<file path="config.mk">
export PLATFORM = sky130hd
export DESIGN_NAME = instruction_fetch
export DESIGN_NICKNAME = d
export VERILOG_FILES = /design/src/rtl/ttm4_pkg.sv /design/src/rtl/call_stack.sv /design/src/rtl/instruction_fetch.sv
export SDC_FILE = /design/constraint.sdc
export NUM_CORES = 1
export LEC_CHECK = 0
export CORE_MARGIN = 5
export CORE_UTILIZATION = 50
export CTS_CLUSTER_DIAMETER = 40
export DETAILED_ROUTE_END_ITERATION = 10
export GPL_TIMING_DRIVEN = 0
export PLACE_DENSITY = 0.76
export SETUP_SLACK_MARGIN = 0.5
export SLEW_MARGIN = 20
export SYNTH_ARGS = -nofsm -noshare
export SYNTH_HDL_FRONTEND = slang
export SYNTH_HIERARCHICAL = 1
export SYNTH_SLANG_ARGS = --single-unit
</file>
<file path="constraint.sdc">
create_clock -name CLK -period 2.8 [get_ports CLK]
set_input_delay 0.28 -clock CLK [delete_from_list [all_inputs] [get_ports CLK]]
set_output_delay 0.28 -clock CLK [all_outputs]
set_load 0.02 [all_outputs]
</file>
<file path="src/rtl/ttm4_pkg.sv">
// Shared TTM4 definitions: opcodes, IR field layout and fetch FSM encoding.
package ttm4_pkg;

  // Opcode values as they appear in IR[IW-1:IW-5]
  localparam logic [4:0] OP_MOV = 5'b00001;
  localparam logic [4:0] OP_AND = 5'b10000;
  localparam logic [4:0] OP_XOR = 5'b10001;
  localparam logic [4:0] OP_OR  = 5'b10010;
  localparam logic [4:0] OP_ADD = 5'b10100;
  localparam logic [4:0] OP_SUB = 5'b10110;
  localparam logic [4:0] OP_CMP = 5'b10111;
  localparam logic [4:0] OP_POP = 5'b01000;
  localparam logic [4:0] OP_PSH = 5'b01001;
  localparam logic [4:0] OP_JNC = 5'b01010;
  localparam logic [4:0] OP_JC  = 5'b01011;
  localparam logic [4:0] OP_JMP = 5'b01100;
  localparam logic [4:0] OP_JNZ = 5'b01110;
  localparam logic [4:0] OP_JZ  = 5'b01111;

  // IR fields are packed from the MSB down: OP, SR, LR, then IMM fills the rest.
  localparam int unsigned OpW     = 5;
  localparam int unsigned SrW     = 3;
  localparam int unsigned LrW     = 3;
  localparam int unsigned OpOffs  = 0;              // bits below MSB
  localparam int unsigned SrOffs  = OpW;
  localparam int unsigned LrOffs  = OpW + SrW;
  localparam int unsigned FieldsW = OpW + SrW + LrW;

  typedef enum logic {
    StFetch = 1'b0,
    StExec  = 1'b1
  } fetch_state_e;

endpackage

</file>
<file path="src/rtl/call_stack.sv">
// Small LIFO of return addresses. Only the stack pointer is reset; entries above
// the pointer are never read, so the storage needs no reset.
module call_stack #(
  parameter int unsigned AW    = 8,
  parameter int unsigned DEPTH = 4
) (
  input  logic          clk_i,
  input  logic          rst_ni,
  input  logic          push_i,
  input  logic          pop_i,
  input  logic [AW-1:0] data_i,
  output logic [AW-1:0] top_o,
  output logic          full_o,
  output logic          empty_o
);

  localparam int unsigned IdxW = $clog2(DEPTH);
  localparam int unsigned SpW  = IdxW + 1;  // must hold 0..DEPTH

  logic [SpW-1:0]  sp_q, sp_d;
  logic [AW-1:0]   mem_q [DEPTH];
  logic [IdxW-1:0] wr_idx, rd_idx;

  assign full_o  = (sp_q == SpW'(DEPTH));
  assign empty_o = (sp_q == '0);
  assign wr_idx  = sp_q[IdxW-1:0];
  assign rd_idx  = IdxW'(sp_q - SpW'(1));
  assign top_o   = mem_q[rd_idx];

  // Pointer next state; push into a full stack or pop from an empty one is dropped
  always_comb begin
    sp_d = sp_q;
    if (push_i && !full_o) begin
      sp_d = sp_q + SpW'(1);
    end else if (pop_i && !empty_o) begin
      sp_d = sp_q - SpW'(1);
    end
  end

  // Stack pointer register
  always_ff @(posedge clk_i or negedge rst_ni) begin
    if (!rst_ni) begin
      sp_q <= '0;
    end else begin
      sp_q <= sp_d;
    end
  end

  // Entry storage, written at the current pointer on an accepted push
  always_ff @(posedge clk_i) begin
    if (push_i && !full_o) begin
      mem_q[wr_idx] <= data_i;
    end
  end

endmodule

</file>
<file path="src/rtl/instruction_fetch.sv">
// TTM4 front end: PC, fetch/execute sequencing, IR field split and return stack.
module instruction_fetch
  import ttm4_pkg::*;
#(
  parameter int unsigned AW    = 8,
  parameter int unsigned IW    = 16,
  parameter int unsigned DEPTH = 4
) (
  input  logic           CLK,
  input  logic           RST,
  input  logic           EN,
  output logic [AW-1:0]  ROM_ADDR,
  input  logic [IW-1:0]  ROM_DATA,
  input  logic [AW-1:0]  PC_D,
  input  logic           nPC_LD,
  input  logic           SPC,
  input  logic           nSK_EN,
  input  logic           SP_D_nU,
  output logic [4:0]     OP,
  output logic [2:0]     SR,
  output logic [2:0]     LR,
  output logic [IW-12:0] IMM,
  output logic           EXEC,
  output logic [AW-1:0]  PC,
  output logic           STK_ERR
);

  fetch_state_e  state_q, state_d;
  logic [AW-1:0] pc_q, pc_d;
  logic [IW-1:0] ir_q, ir_d;
  logic          err_q, err_d;

  logic          exec_step;
  logic          push_req, pop_req;
  logic [AW-1:0] pc_inc;
  logic [AW-1:0] stk_top;
  logic          stk_full, stk_empty;

  // Decoder controls only count on the edge that leaves EXEC
  assign exec_step = (state_q == StExec) && EN;
  assign push_req  = exec_step && !nSK_EN && !SP_D_nU;
  assign pop_req   = exec_step && !nSK_EN && SP_D_nU;
  assign pc_inc    = pc_q + AW'(1);

  call_stack #(
    .AW    (AW),
    .DEPTH (DEPTH)
  ) u_call_stack (
    .clk_i   (CLK),
    .rst_ni  (RST),
    .push_i  (push_req),
    .pop_i   (pop_req),
    .data_i  (pc_inc),
    .top_o   (stk_top),
    .full_o  (stk_full),
    .empty_o (stk_empty)
  );

  // FSM next state, IR capture, next-PC priority and sticky stack error
  always_comb begin
    state_d = state_q;
    pc_d    = pc_q;
    ir_d    = ir_q;
    err_d   = err_q;
    if (EN) begin
      unique case (state_q)
        StFetch: begin
          ir_d    = ROM_DATA;
          state_d = StExec;
        end
        StExec: begin
          state_d = StFetch;
          if (pop_req) begin
            pc_d = stk_empty ? pc_inc : stk_top;
          end else if (SPC) begin
            pc_d = pc_q;
          end else if (!nPC_LD) begin
            pc_d = PC_D;
          end else begin
            pc_d = pc_inc;
          end
          if ((pop_req && stk_empty) || (push_req && stk_full)) begin
            err_d = 1'b1;
          end
        end
        default: state_d = StFetch;
      endcase
    end
  end

  // State registers
  always_ff @(posedge CLK or negedge RST) begin
    if (!RST) begin
      state_q <= StFetch;
      pc_q    <= '0;
      ir_q    <= '0;
      err_q   <= 1'b0;
    end else begin
      state_q <= state_d;
      pc_q    <= pc_d;
      ir_q    <= ir_d;
      err_q   <= err_d;
    end
  end

  assign ROM_ADDR = pc_q;
  assign PC       = pc_q;
  assign EXEC     = (state_q == StExec);
  assign STK_ERR  = err_q;
  assign OP       = ir_q[IW-1-OpOffs -: OpW];
  assign SR       = ir_q[IW-1-SrOffs -: SrW];
  assign LR       = ir_q[IW-1-LrOffs -: LrW];
  assign IMM      = ir_q[IW-1-FieldsW:0];

endmodule

</file>
==> qor.yml, run 1 <==
avgSynthCellArea_um2: 13.8
clock_latency_ns: 0.33
placed_area_mm2: 0.00363
ant_nets: 0
path_class: "register to register"
path_max_fanout: 10
yosysWarnings: 6
hold_viol_final: 7
dr.pass1.iters: 5
ctsResizeCount: 1
setup_viol: 0
antennaDiodeCount: 0
netlist_area_mm2: 0.00292
start_util: 0.523
grt_overflow: 0
yosysUniqueCellTypes: 46
slew_headroom: 0.535
syn_nets: 250
gp_congestion: 0.846
yosysTopAreaCell: "edfxtp_1"
wirelength_um: 6190
yosysSeqAreaShare: 0.579
synthTopCellsByCount: "edfxtp_1 (32), dfrtp_1 (29), mux2_2 (18)"
die_y_um: 86.4
cts.clk_slew.worst_paths_ns: 0.07
yosys-top-cells-area: "edfxtp_1 (33%), dfrtp_1 (25%), mux2_2 (7.0%)"
tightest_slew_ns: 0.698
whs_ns: -0.0111
r2r_end: "PC[0]"
regArea_mm2: 0.00169
fin_crit_ns: 2.18
htreeDepth: 3
die_area_mm2: 0.00746
cts_setup_buffers: 0
status: "complete, but fails checks"
gr-usage-all-layers: 0.176
portBuffers: 63
yosysMostFrequentCell: "edfxtp_1"
vias: 1944
power.density_mw_per_mm2: 1090
drv_cap: 0
rows: 27
viasPerCell: 5.36
layout-drive-gt1-share: 0.230
post_drt_wl_per_cell_um: 17.1
multi_input_area_mm2: 0.00107
antenna_found_initial: 0
grt_max_degree: 30
hp-class: "input port to async pin"
rsz0062_at_grt: "false"
synth.top_cell.area_share: 0.330
report.final.slew_viol_count: 0
fin_skew_ns: 0.00640
crit_path_end_kind: "register"
clock_path_buffers: 2
fillerInstances: 425
route.detailed.drc: 0
reg2reg_from: "u_call_stack/sp_q[0]"
r2r_slack_ns: 0.62
fp.dieW_um: 86.4
stdcell_area_mm2: 0.00384
synth_seq_cells: 61
timing.fmax_ghz: 0.460
clock-sinks: 61
synth_cells: 212
coreArea_mm2: 0.00557
cts_buffers: 9
violations: "negative hold slack"
fin_nets: 324
p_leak_uw: 0.00150
critical_path_arrival_ns: 2.39
critPathRequiredTime_ns: 3.02
root_buffer: "clkbuf_8"
cp-start-kind: "register"
syn_to_final_growth_pct: 31.6
post-dp-hpwl_um: 4480
first_iter_violations: 108
synth_edf_count: 32
worstRegToRegCells: 7
ios: 65
grt_pass1_vias: 1951
async_flop_share: 0.475
finalCritPeriodShare: 0.777
synth_top_flop_cell: "edfxtp_1"
cts_tree: "done"
setup-tns-final_ns: 0
irDropWorstVdd_mv: 0.540
postCtsHoldBufs: 0
grt_pass1_wl_um: 10000
[cell type report]
cell class	instances	area share
Buffer	17	0.0316
Clock buffer	10	0.0333
Clock inverter	6	0.0186
Inverter	12	0.0117
Multi-Input combinational cell	122	0.279
Sequential cell	61	0.440
Tap cell	72	0.0235
Timing Repair Buffer	63	0.163
[flip-flops by register name, summed over array words and instances (netlist names)]
name,flops
ir_q,16
u_call_stack/mem_q,32
EXEC,1
PC,8
u_call_stack/sp_q,3
STK_ERR,1
[worst max path at each step]
stage | start | to | depth (start not counted)
2_1_floorplan | u_call_stack/sp_q[0] | PC[0] | 7
3_3_place_gp | u_call_stack/sp_q[0] | PC[0] | 7
3_5_place_dp | u_call_stack/sp_q[0] | PC[0] | 7
4_1_cts | u_call_stack/sp_q[0] | PC[0] | 7
5_1_grt | u_call_stack/sp_q[0] | PC[5] | 9
6_report | u_call_stack/sp_q[0] | PC[0] | 7
[cells in the final DEF, fill, tap and decap left out, drive strengths merged, types with 2 or more instances in the layout]
cell type and instances:
ha 7, clkinvlp 2, nand2b 4, a21o 2
nand3 6, a221o 2, and3 2, nor3 6
or3 4, nand3b 2, nor2 9, xnor2 4
mux2 18, and2 5, xor2 3, mux2i 4
a32oi 2, a21oi 2, clkbuf 11, inv 13
nand2 7, buf 17, o21bai 2, o21ai 4
nor2b 4, clkdlybuf4s50 62, edfxtp 32, dfrtp 29
o41ai 2, mux4 8, clkinv 2, o211ai 2
[routing by layer]
metal | vias up | routed length (um) | share of wire | GRT usage
met5 | - | 0 | 0 | 0
met4 | 0 | 76 | 0.012 | 0.0552
met2 | 64 | 2990 | 0.48 | 0.277
met3 | 8 | 435 | 0.070 | 0.0513
met1 | 946 | 2690 | 0.43 | 0.238
li1 | 926 | - | - | -
[metrics by stage]
stage	hold WS [ns]	setup slack (ns)	utilization	cells	total power (uW)
2_1_floorplan	-0.0156	0.741	-	212	2640
3_3_place_gp	0.453	0.536	0.652	347	3390
3_5_place_dp	0.368	0.484	0.651	347	3430
4_1_cts	0.00815	0.559	0.688	363	4220
5_1_grt	0.0286	0.520	0.688	363	4440
6_report	-0.0111	0.624	0.688	363	4190
[critical path, cell delays in order (launching register included)]
cell and delay [ns]:
dfrtp_1 0.39, buf_6 0.20, inv_1 0.10, ha_1 0.28
buf_4 0.18, mux4_2 0.32, mux2_2 0.28, a221o_1 0.30
[where the power goes]
part / switching [uW] / internal, uW / total (uW)
clock network: 360 / 417 / 777
logic: 967 / 992 / 1960
registers: 200 / 1260 / 1460
total: 1530 / 2660 / 4190
[kinds of logic (layout without fill, tap and decap cells)]
family / after synthesis / count (layout) / share of synthesized area
buffers and inverters: 29 / 108 / 0.0549
DFF: 61 / 61 / 0.579
xor gates and xnor gates: 7 / 7 / 0.0210
AOI/OAI and AO/OA: 26 / 26 / 0.0691
muxes: 30 / 30 / 0.145
and+or+nand+nor: 52 / 52 / 0.101
adders and majority gates: 7 / 7 / 0.0300
Power figures use the tool's default switching activity.
==> run 2, diff against run 1 <==
- clock period: 2.8 -> 2.27 ns (I/O delays scaled with it)
==> run 2 against run 1 <==
Against the previous run:
- the flow now finishes without violations
- die area did not move
- flip-flop and latch count stayed put
- critical path depth grew 2
- sequential share of layout area is 2.8 points lower
- final area grew 7.2%
- worst setup slack lost 0.28 ns
- via count up 6.3%
- clock skew grew 0.0031 ns
- clock-buffer cell count fell by 1
- clock power grew 24%
- critical path type unchanged
- highest routed layer unchanged
==> qor.yml, run 2 (synthesis gave the netlist of run 1 again) <==
status: "finished clean"
layout-drive-gt1-share: 0.318
path_class: "register to register"
gr-usage-all-layers: 0.185
hp-class: "input port to register"
syn_to_final_growth_pct: 41.1
ant_nets: 0
p_leak_uw: 0.00164
fin_nets: 341
irDropWorstVdd_mv: 0.690
stdcell_area_mm2: 0.00411
portBuffers: 63
cts.clk_slew.worst_paths_ns: 0.07
slew_headroom: 0.550
timing.fmax_ghz: 0.518
cts_buffers: 9
fp.dieW_um: 86.4
antenna_found_initial: 0
dpl_worst_slack_ns: 0.103
ios: 65
post_drt_wl_per_cell_um: 17.5
dr.pass1.iters: 5
die_y_um: 86.4
layout_setup_ws_ns: 0.340
fin_skew_ns: 0.00948
hold_viol_final: 0
clock_path_buffers: 2
setup_viol: 0
final_common_cell: "clkdlybuf4s50_1"
root_buffer: "clkbuf_8"
crit_chain: "buf_12, inv_8, ha_4, buf_8, mux4_2, nand2b_1, mux2i_1, mux2_2, a21o_1"
first_iter_violations: 119
post-dp-hpwl_um: 4470
start_util: 0.523
grt_max_degree: 30
critical_path_arrival_ns: 2.15
largest_reg_flops: 32
mostFrequentLayoutCells: "clkdlybuf4s50_1 (60), edfxtp_1 (32), dfrtp_1 (23), buf_4 (22), mux2_2 (17)"
crit_path_end_kind: "register"
power.density_mw_per_mm2: 1400
coreArea_mm2: 0.00557
grt_pass1_vias: 2066
antennaDiodeCount: 0
crit_slowest_cell: "dfrtp_1"
slowest_delay_ns: 0.39
grt_pass1_wl_um: 10500
clock_latency_ns: 0.33
crit_family: "multiplexers"
critPathRequiredTime_ns: 2.49
finalPower_uw: 5780
rsz0062_at_grt: "true"
cts_tree: "done"
clock-sinks: 61
fin_crit_ns: 1.93
vias: 2066
report.final.slew_viol_count: 0
placed_area_mm2: 0.00366
tightest_slew_ns: 0.674
crit_buf_inv: 3
rows: 27
htreeDepth: 3
die_area_mm2: 0.00746
wirelength_um: 6640
grt_overflow: 0
r2r_slack_ns: 0.34
top_register: "u_call_stack/mem_q"
finalCritPeriodShare: 0.850
viasPerCell: 5.44
cp-start-kind: "register"
gp_congestion: 0.894
path_max_fanout: 5
finalCoreUtilization: 0.738
route.detailed.drc: 0
setup-tns-final_ns: 0
drv_cap: 0
run 2: cell types whose count changed in the layout (fill, tap and decap cells not counted), moves of 3 or more:
| cell | before | now |
|---|---|---|
| and2_2 | 5 | 1 |
| and2_4 | 0 | 4 |
| dfrtp_2 | 0 | 6 |
| buf_12 | 0 | 3 |
| buf_4 | 10 | 22 |
| dfrtp_1 | 29 | 23 |
run 2: worst min-delay path: cells and delay by family:
| kind | cells | cell delay, ns |
|---|---|---|
| compound gates | 1 | 0.09 |
| simple gates | 1 | 0.12 |
| buf+inv | 1 | 0.17 |
run 2: final timing paths:
kind	cells after the start	endpoint	from
worst max-delay path	9	PC[6]	u_call_stack/sp_q[0]
worst min-delay path	3	PC[3]	nPC_LD
max in group asynchronous	2	PC[0]	RST
worst min register to register	2	STK_ERR	STK_ERR
worst max register to register	9	PC[6]	u_call_stack/sp_q[0]
min in group asynchronous	2	PC[7]	RST
run 2: report_power, final:
group	leakage, uW	switching [uW]	total (uW)	internal (uW)
logic	0.000919	1370	3010	1640
clock network	0.0000935	451	961	510
registers	0.000626	248	1810	1560
run 2: final cells by class:
type	count	area (um2)
clock buffer	9	124
fill	360	1460
timing repair buffer	80	806
buffer	17	144
tap	72	90.1
clock inverter	7	75.1
sequential	61	1690
inverter	12	52.6
multi-input combinational	122	1130
run 2: through the flow:
step | cells | hold WS (ns)
after global routing | 380 | 0.352
after detailed placement | 347 | 0.309
final | 380 | 0.317
after floorplan | 212 | -0.0686
after global placement | 347 | 0.449
after CTS | 375 | 0.304
run 2: what timing repair did:
item / in CTS / in global routing
endpoints found under the hold margin: 29 / 0
resized for setup: 18 / 14
buffers inserted: 10 / 5
pin swaps: 4 / 5
endpoints found under the setup margin: 47 / 49
hold buffers: 1 / 0
cloned: 1 / 0
run 2: per-layer routing:
layer  vias to the layer above  part of all wire  track usage  wire length (um)
li1                        957                 -            -                 -
met1                      1004              0.42        0.241              2790
met2                        94              0.49        0.293              3250
met3                        11             0.078       0.0475               516
met4                         0             0.012       0.0751                78
met5                         -                 0            0                 0
==> run 3, diff against run 2 <==
- CORE_UTILIZATION: 50 -> 45
- PLACE_DENSITY: 0.76 -> 0.72
- clock period: 2.27 -> 1.6 ns (I/O delays scaled with it)
==> run 3 against run 2 <==
Against the previous run:
- the flow now finishes with violations (negative setup slack)
- via count rose by 16%
- worst setup slack got worse by 0.72 ns
- critical endpoint is now PC[7]
- hold slack got worse by 0.032 ns
- cell count rose by 12%
==> qor.yml, run 3 (synthesis gave the netlist of run 1 again) <==
grt_max_degree: 30
antennaDiodeCount: 0
route.detailed.drc: 0
die_y_um: 90.5
setup_viol: 16
power.density_mw_per_mm2: 2050
wirelength_um: 9530
grt_pass1_wl_um: 13100
critical_path_arrival_ns: 2.18
p_switching_uw: 3740
path_class: "register to register"
antenna_found_initial: 0
violations: "negative setup slack"
timing.fmax_ghz: 0.504
cts.clk_slew.worst_paths_ns: 0.09
vias: 2400
crit_path_end_kind: "register"
final_common_cell: "buf_6"
report.final.slew_viol_count: 0
final_cells: 425
largest_reg_flops: 32
die_area_mm2: 0.00819
clock_latency_ns: 0.34
top_register: "u_call_stack/mem_q"
hp-class: "input port to register"
irDropWorstVdd_mv: 1.35
rows: 29
hold_viol_final: 0
clock-sinks: 61
finalPower_uw: 9960
fillerInstances: 323
placedCellCount: 352
syn_to_final_growth_pct: 66.7
start_util: 0.462
layout-drive-gt1-share: 0.580
combPwrFrac: 0.603
post-dp-hpwl_um: 4620
rsz0062_at_grt: "true"
slew_headroom: 0.540
path_max_fanout: 9
fin_nets: 381
post_drt_wl_per_cell_um: 22.4
cts_tree: "done"
coreArea_mm2: 0.00631
fp.dieW_um: 90.5
drv_cap: 0
fin_skew_ns: 0.0220
power_frac_seq: 0.256
grt_pass1_vias: 2427
ios: 65
fin_crit_ns: 1.98
dr.pass1.iters: 5
regArea_mm2: 0.00170
gr-usage-all-layers: 0.205
p_int_uw: 6220
viasPerCell: 5.65
htreeDepth: 3
finalCritPeriodShare: 1.24
cts_buffers: 9
clockPowerShare: 0.141
grt_overflow: 0
root_buffer: "clkbuf_8"
tightest_slew_ns: 0.690
multi_input_area_mm2: 0.00143
p_leak_uw: 0.00204
mostFrequentLayoutCells: "buf_6 (54), edfxtp_1 (32), clkdlybuf4s50_1 (27)"
critPathRequiredTime_ns: 1.80
ant_nets: 0
layout_setup_ws_ns: -0.384
cp-start-kind: "register"
switching_share: 0.376
first_iter_violations: 172
status: "complete, but fails checks"
clock_path_buffers: 2
gp_congestion: 0.858
portBuffers: 63
[run 3: worst paths after layout]
| check | from | to | slack, ns | cells past startpoint |
|---|---|---|---|---|
| worst max-delay path | u_call_stack/sp_q[0] | PC[7] | -0.38 | 10 |
| worst min-delay path | EN | EXEC | 0.29 | 2 |
| worst max register to register | u_call_stack/sp_q[0] | PC[7] | -0.38 | 10 |
| worst min register to register | ir_q[4] | ir_q[4] | 0.51 | 1 |
| max in group asynchronous | RST | EXEC | 0.71 | 2 |
| min in group asynchronous | RST | PC[7] | 0.39 | 2 |
[run 3: layer usage]
layer  global-route usage  wire length (um)
met4               0.0906               393
met2                0.341              4840
met1                0.246              3750
met5                    0                 0
met3               0.0575               554
[run 3: power by group through the flow]
stage	Sequential, uW	Combinational, uW	Clock, uW
after floorplan	2930	2030	0
after global placement	2590	3700	0
after detailed placement	2610	3750	0
after CTS	2510	5230	1400
after global routing	2590	6270	1490
final	2550	6010	1400
[run 3: timing repair]
item,in CTS,in global routing
buffers inserted,43,11
pin swaps,18,17
hold buffers,1,0
gates cloned,2,0
endpoints found under the setup margin,122,104
endpoints found under the hold margin,29,0
resized for setup,230,34
[run 3: worst max-delay path, stage by stage, from the launching register on]
cell,delay (ns)
dfrtp_1,0.42
buf_12,0.15
inv_8,0.04
ha_4,0.19
buf_8,0.13
buf_4,0.13
mux4_2,0.31
nor2_1,0.11
nor2_1,0.06
a21oi_1,0.18
o211ai_1,0.14
[run 3: per-stage QoR]
stage          cell area [um2]  TNS, ns  utilization  hold slack (ns)  setup slack (ns)
6_report                  4860    -2.92        0.770            0.285            -0.384
5_1_grt                   4860    -3.61        0.770            0.302            -0.401
4_1_cts                   4620    -2.19        0.732            0.255            -0.318
3_5_place_dp              3770   -14.65        0.598            0.243            -0.474
3_3_place_gp              3780   -21.94        0.598            0.450            -0.461
2_1_floorplan             3050    -1.42            -           -0.136            -0.302
[run 3: cell type report]
| class | instances | share of cell area |
|---|---|---|
| clock buffers | 9 | 0.0255 |
| repair buffers | 120 | 0.243 |
| multi-input cells | 122 | 0.294 |
| clock inverters | 7 | 0.0155 |
| plain buffers | 17 | 0.0409 |
| flip-flops and latches | 61 | 0.349 |
| inverters | 12 | 0.0121 |
| well taps | 77 | 0.0198 |
